## config.mk

```make
export PLATFORM = sky130hd
export DESIGN_NAME = regfile_wb_arbiter
export DESIGN_NICKNAME = d
export VERILOG_FILES = /design/src/rtl/riscv_pkg.sv /design/src/rtl/regfile_wb_rr_arb2.sv /design/src/rtl/regfile_wb_arbiter.sv
export SDC_FILE = /design/constraint.sdc
export NUM_CORES = 1
export LEC_CHECK = 0
export CORE_MARGIN = 3
export CORE_UTILIZATION = 36
export CTS_BUF_LIST = sky130_fd_sc_hd__clkbuf_16
export DETAILED_ROUTE_END_ITERATION = 16
export PLACE_DENSITY = 0.82
export SYNTH_ARGS = -nofsm -noshare
export SYNTH_HDL_FRONTEND = slang
export SYNTH_SLANG_ARGS = --single-unit
```

## constraint.sdc

```tcl
create_clock -name clk -period 1.5 [get_ports clk]
set_clock_uncertainty 0.15 [all_clocks]
set_input_delay 0.225 -clock clk [delete_from_list [all_inputs] [get_ports clk]]
set_output_delay 0.225 -clock clk [all_outputs]
set_load 0.05 [all_outputs]
```

## src/rtl/riscv_pkg.sv

```systemverilog
// Shared core constants and write-back FSM state encoding.
// Used by the register-file write-back arbiter and its grant logic.
package riscv_pkg;

  localparam int XLEN       = 32;
  localparam int REG_ADDR_W = 5;
  localparam int NUM_REGS   = 32;

  typedef logic [0:0] state_t;

  localparam state_t INIT = 1'b0;
  localparam state_t ARB  = 1'b1;

  localparam logic [REG_ADDR_W-1:0] LAST_REG =
    REG_ADDR_W'(NUM_REGS - 1);

endpackage

```

## src/rtl/regfile_wb_rr_arb2.sv

```systemverilog
// Two-input write-back grant logic, ALU vs load unit.
// REGFILE_WB_ARBITER_RR_EN: round-robin, else mem wins collisions.
module regfile_wb_rr_arb2 (
`ifdef REGFILE_WB_ARBITER_RR_EN
  input  logic clk,
  input  logic rst,
`endif
  input  logic en,
  input  logic aluValid,
  input  logic memValid,
  output logic aluGrant,
  output logic memGrant
);

`ifdef REGFILE_WB_ARBITER_RR_EN
  logic ptrMem;

  assign memGrant = en & memValid
                  & (ptrMem | ~aluValid);
  assign aluGrant = en & aluValid
                  & (~ptrMem | ~memValid);

  // Pointer names the source that wins the next collision.
  always_ff @(posedge clk or negedge rst) begin
    if (!rst) begin
      ptrMem <= 1'b1;
    end else if (aluGrant) begin
      ptrMem <= 1'b1;
    end else if (memGrant) begin
      ptrMem <= 1'b0;
    end
  end
`else
  assign memGrant = en & memValid;
  assign aluGrant = en & aluValid & ~memValid;
`endif

endmodule

```

## src/rtl/regfile_wb_arbiter.sv

```systemverilog
// Register-file write port: clear sweep, then ALU/load arbitration.
// REGFILE_WB_ARBITER_RR_EN selects round-robin grant policy.
module regfile_wb_arbiter
  import riscv_pkg::*;
(
  input  logic                  clk,
  input  logic                  rst,
  input  logic                  aluWbValid_in,
  input  logic [REG_ADDR_W-1:0] aluWbAddr_in,
  input  logic [XLEN-1:0]       aluWbData_in,
  output logic                  aluWbReady_out,
  input  logic                  memWbValid_in,
  input  logic [REG_ADDR_W-1:0] memWbAddr_in,
  input  logic [XLEN-1:0]       memWbData_in,
  output logic                  memWbReady_out,
  output logic                  regInWE_out,
  output logic [REG_ADDR_W-1:0] regInAddr_out,
  output logic [XLEN-1:0]       regIn_out,
  output logic                  initBusy_out,
  output logic [7:0]            collisionCnt_out
);

  state_t                state;
  logic [REG_ADDR_W-1:0] sweepCnt;
  logic                  arbEn;
  logic                  aluGrant;
  logic                  memGrant;
  logic                  collide;

  assign arbEn   = (state == ARB);
  assign collide = arbEn & aluWbValid_in & memWbValid_in;

  regfile_wb_rr_arb2 uArb (
`ifdef REGFILE_WB_ARBITER_RR_EN
    .clk      (clk),
    .rst      (rst),
`endif
    .en       (arbEn),
    .aluValid (aluWbValid_in),
    .memValid (memWbValid_in),
    .aluGrant (aluGrant),
    .memGrant (memGrant)
  );

  assign aluWbReady_out = aluGrant;
  assign memWbReady_out = memGrant;
  assign initBusy_out   = (state == INIT);

  always_ff @(posedge clk or negedge rst) begin
    if (!rst) begin
      state         <= INIT;
      sweepCnt      <= '0;
      regInWE_out   <= 1'b0;
      regInAddr_out <= '0;
      regIn_out     <= '0;
    end else begin
      unique case (state)
        INIT: begin
          regInWE_out   <= 1'b1;
          regInAddr_out <= sweepCnt;
          regIn_out     <= '0;
          sweepCnt      <= sweepCnt + 1'b1;
          if (sweepCnt == LAST_REG) begin
            state <= ARB;
          end
        end
        default: begin
          // x0 is hardwired: accept the write, suppress the enable.
          unique case (1'b1)
            memGrant: begin
              regInWE_out   <= (memWbAddr_in != '0);
              regInAddr_out <= memWbAddr_in;
              regIn_out     <= memWbData_in;
            end
            aluGrant: begin
              regInWE_out   <= (aluWbAddr_in != '0);
              regInAddr_out <= aluWbAddr_in;
              regIn_out     <= aluWbData_in;
            end
            default: regInWE_out <= 1'b0;
          endcase
        end
      endcase
    end
  end

  always_ff @(posedge clk or negedge rst) begin
    if (!rst) begin
      collisionCnt_out <= '0;
    end else if (collide && collisionCnt_out != 8'hFF) begin
      collisionCnt_out <= collisionCnt_out + 8'd1;
    end
  end

endmodule

```

* Word-level counts from Yosys, hierarchy flattened
Cells that the tools add are included. Widths: inputs -> output; s select.
Operators by class: $add $sub $neg 2, multipliers 0, div/mod/pow operators 0, magnitude comparators 0, equality and inequality tests 3, shift operators 0, muxes and demuxes 8, bitwise operators 6, reduce and logical (&&, ||, !) cells 3
Operators by type and width (number):
- $pmux 32 s2 | 1
- $mux 32 | 1
- $pmux 5 s2 | 1
- $reduce_bool 5->1 | 2
- $add 8x1->8 const B | 1
- $ne 8x8->1 const B | 1
- $add 5x1->5 const B | 1
- $eq 5x5->1 const B | 1
- $mux 5 | 1
- $and 1x1->1 | 4
- $mux 1 | 3
- $ne 3x3->1 const B | 1
- $not 1->1 | 2
- $pmux 1 s2 | 1
- $logic_and 1x1->1 | 1
Word-level totals: register bits after elaboration 52, bits in latches 0, bits in writable memories 0, bits in read-only memories 0, input port bits 78, output and inout port bits 49, memories kept 0

* Logic depth before layout (Yosys ltp)
depth after elaboration 4, mapped depth 6, depth with buffers taken out 5

* By module
Synthesis repeated with hierarchy kept, for this count alone.
Unflattened totals: cell total of the unflattened synthesis 234, area total of the unflattened synthesis 2781.4 um^2
Modules (own cells, without submodules):
- regfile_wb_arbiter | instances 1, cells an instance 232, area each 2765.2 um^2, sequential area each 1301.2 um^2
- regfile_wb_rr_arb2 | instances 1, cells an instance 2, area each 16.3 um^2, sequential area each 0.0 um^2

* Worst setup path before layout
Ideal clock, no wire load.
path kind register to register, start point reg collisionCnt_out[3], end point reg collisionCnt_out[1], library setup time 128 ps, arrival time 1578 ps, path slack -355 ps, cell stages (with the launch flop) 5, buffers on the path 0, clock period less this slack 1855 ps, cell sequence dfrtp_1 -> and3_4 -> nand3_4 -> o21ai_2 -> mux2_1
Between the ends: cells in the longest elaborated chain, start to end 2
RTL lines:
- start, declared | line regfile_wb_arbiter.sv:20 | output logic [7:0] collisionCnt_out
- start signal, assigned | line regfile_wb_arbiter.sv:91 | collisionCnt_out <= collisionCnt_out + 8'd1;
- $ne 8x8->1 | line regfile_wb_arbiter.sv:90 | end else if (collide && collisionCnt_out != 8'hFF) begin
- $logic_and 1x1->1 | line regfile_wb_arbiter.sv:90
No other way between the ends. A chain may end at the register's enable or synchronous reset.

* Worst setup path after layout
start point reg state, in the netlist arbEn, end point out aluWbReady_out
Between the ends: cells in the longest elaborated chain, start to end 2
RTL lines:
- start, declared | line regfile_wb_arbiter.sv:23 | state_t state;
- start signal, assigned | line regfile_wb_arbiter.sv:51 | state <= INIT;
- start signal, assigned | line regfile_wb_arbiter.sv:64 | state <= ARB;
- $and 1x1->1 (2 in series) | line regfile_wb_rr_arb2.sv:35 | assign aluGrant = en & aluValid & ~memValid;
- end, declared | line regfile_wb_arbiter.sv:11 | output logic aluWbReady_out,
No other way between the ends.

==> impl_metrics.json <==
{
  "crit_chain": "buf_6 -> nand2_4 -> nor2_4 -> buf_12",
  "dp_hpwl_um": 5900,
  "finalCritPeriodShare_pct": 101,
  "io_pins": 127,
  "cts_buffers": 5,
  "clockRootBuffer": "clkbuf_16",
  "clock_latency_ps": 280,
  "hp-start": "memWbValid_in",
  "wl_per_cell_um": 15.2,
  "postPlaceCellArea_mm2": 0.00461,
  "status": "finished with violations",
  "cts_tree": "done",
  "synth.cell_area_mm2": 0.00263,
  "rsz0062_at_grt": "true",
  "route.detailed.drc": 0,
  "multi_input_area_mm2": 0.00127,
  "cap_violations": 0,
  "synth_seq_cells": 52,
  "violations": "negative setup slack",
  "crit_path_end_kind": "output port",
  "nNetsFinal": 490,
  "dieArea_mm2": 0.00836,
  "wl_um": 7680,
  "ys_types": 32,
  "critical_path_arrival_ps": 1140,
  "via_per_inst": 4.79,
  "preCtsSetupSlack_ps": -253,
  "reg2reg_depth": 4,
  "route.vias.total": 2425,
  "clk_pin_slew_worst_paths_ps": 70,
  "crit_start": "arbEn",
  "synth-seq-area-share_pct": 49.5,
  "finish.instance_area_mm2": 0.00484,
  "hold_ws_ps": 192,
  "final.fill_count": 530,
  "clock_path_buffers": 2,
  "utilization_pct": 69.7,
  "synthCells": 265,
  "hp-class": "input port to register",
  "power_mw": 4.77,
  "async_flop_share_pct": 100,
  "r2r-end": "collisionCnt_out[1]",
  "yosysTopAreaCell": "dfrtp_1",
  "crit_path_end": "aluWbReady_out",
  "gp_congestion": 0.806,
  "path_class": "register to output port",
  "start_util_pct": 37.8,
  "tightest_slew_ps": 288,
  "antenna_cells": 0,
  "synth_nets": 346,
  "die_w_um": 91.4,
  "instances_no_fill": 506,
  "hold_violations": 0,
  "antenna_found_initial": 0,
  "irDropWorstVdd_mv": 0.664,
  "setup_ws_ps": -10.4,
  "port_buffers": 126,
  "seq_area_mm2": 0.00131,
  "synth_edf_count": 0,
  "worstPathRequired_ps": 1120,
  "yosysTopAreaCellShare_pct": 49.5,
  "grt_util_all_layers_pct": 18.6,
  "reg2reg_setup_slack_ps": 20,
  "core_mm2": 0.00694,
  "cp-start-kind": "register",
  "grt_pass1_wl_um": 12600,
  "leakage_nw": 2.20,
  "maxSlewViolCount": 0,
  "synth_warnings": 0,
  "ys.flop_type": "dfrtp_1",
  "layout-drive-gt1-share_pct": 27.3,
  "period_minus_slack_ps": 1510,
  "slowest_delay_ps": 390,
  "grt-ovfl-total": 0,
  "powerDensity_mw_per_mm2": 986,
  "syn_to_final_growth_pct": 84.4,
  "relSlewSlack_pct": 80.8,
  "core.rowCount": 30,
  "grt_pass1_vias": 2502,
  "die_y_um": 91.4,
  "cp_slowest_cell": "dfrtp_1",
  "dpl.cell_count": 492,
  "grt_max_degree": 53,
  "htree_num_levels": 2,
  "final_antenna_net_count": 0,
  "setup_viol": 1,
  "max_freq_ghz": 0.662,
  "drt_pass1_iterations": 4,
  "crit_fanout": 5,
  "synth_area_leaders": "dfrtp_1 50%, mux2i_1 14%, nor2_1 9.4%, a21oi_1 6.7%, mux2_2 3.0%",
  "fin_tns_setup_ps": -10.4,
  "rr_startpoint": "collisionCnt_out[0]",
  "clock_sinks": 52,
  "initialDrtViolationCount": 68,
  "avgSynthCellArea_um2": 9.91
}
==> cell usage after synthesis, types with 2 or more instances <==
cell	instances
nand3_4	2
o21ai_0	7
or4_1	2
clkbuf_1	3
mux2_2	7
a31oi_1	4
nand4_1	2
nor2_1	66
buf_2	8
and3_1	2
ha_1	3
xnor2_1	6
nand3_1	2
mux2i_1	37
buf_4	3
dfrtp_1	52
nand2_1	8
a21oi_1	35
buf_1	3
==> cell type report <==
cell class / count / share of cell area [%]
clock inverter: 3 / 0.233
inverter: 2 / 0.207
sequential: 52 / 27.0
multi-input combinational: 193 / 26.3
tap: 96 / 2.48
timing repair buffer: 155 / 41.2
clock buffer: 5 / 2.58
==> sequential cells by signal (all words and copies together), names as in the netlist <==
signal,cells
collisionCnt_out,8
regInAddr_out,5
arbEn,1
regIn_out,32
regInWE_out,1
sweepCnt,5
==> placed cells by master (no fill, tap or decap), types with 2 or more instances in the layout <==
master	synthesis	final
clkdlybuf4s50_1	0	74
nor2_1	66	65
buf_12	0	52
dfrtp_1	52	47
mux2i_1	37	37
a21oi_1	35	35
buf_4	3	23
o21ai_0	7	7
xnor2_1	6	6
nand2_1	8	6
mux2_2	7	6
clkbuf_16	0	5
dfrtp_2	0	5
a31oi_1	4	4
buf_2	8	4
inv_1	1	3
and3_4	1	2
nor2_4	1	2
or4_1	2	2
nand4_1	2	2
nand3_4	2	2
nand3_1	2	2
==> worst min-delay path by stage <==
stage / endpoint / slack, ps / depth (start not counted)
6_report: regIn_out[3] / 190 / 3
3_3_place_gp: regIn_out[2] / 90 / 2
5_1_grt: regIn_out[3] / 210 / 3
2_1_floorplan: arbEn / -220 / 0
3_5_place_dp: regIn_out[2] / 90 / 2
4_1_cts: regIn_out[3] / 200 / 3
==> layer usage <==
metal	routed length, um	track usage (%)	up-vias
met3	516	5.55	12
met1	2990	21.4	1134
met2	4090	33.7	85
met5	0	0	-
met4	82	4.15	0
li1	-	-	1194
==> kinds of logic (layout without fill, tap and decap cells) <==
kind of cell	count (synthesis)	count (layout)	share of synthesized area (%)
mux	45	45	17.5
buf+inv	20	165	3.95
simple gates	90	90	15.8
xor+xnor	6	6	2.00
compound gates	49	49	9.77
fa+ha+maj	3	3	1.43
flops	52	52	49.5
==> power by group <==
group | total [mW] | switching (mW) | internal (mW)
sequential | 1.69 | 0.136 | 1.56
clock | 1.08 | 0.480 | 0.602
combinational | 2.00 | 0.990 | 1.01
==> timing repair <==
action / in CTS / in global routing
hold endpoints to repair: 52 / 0
endpoints found under the setup margin: 4 / 7
pin swaps: 2 / 5
gates cloned: 0 / 1
hold buffers: 1 / 0
setup buffers: 1 / 3
gates resized for setup: 3 / 7
==> worst max-delay path: cells and delay by family (launching register included) <==
| kind | cells | cell delay (ps) |
|---|---|---|
| flip-flops | 1 | 390 |
| AND/OR/NAND/NOR | 2 | 170 |
| buffers and inverters | 2 | 290 |
Note: power is estimated with default switching activity, not from simulation.
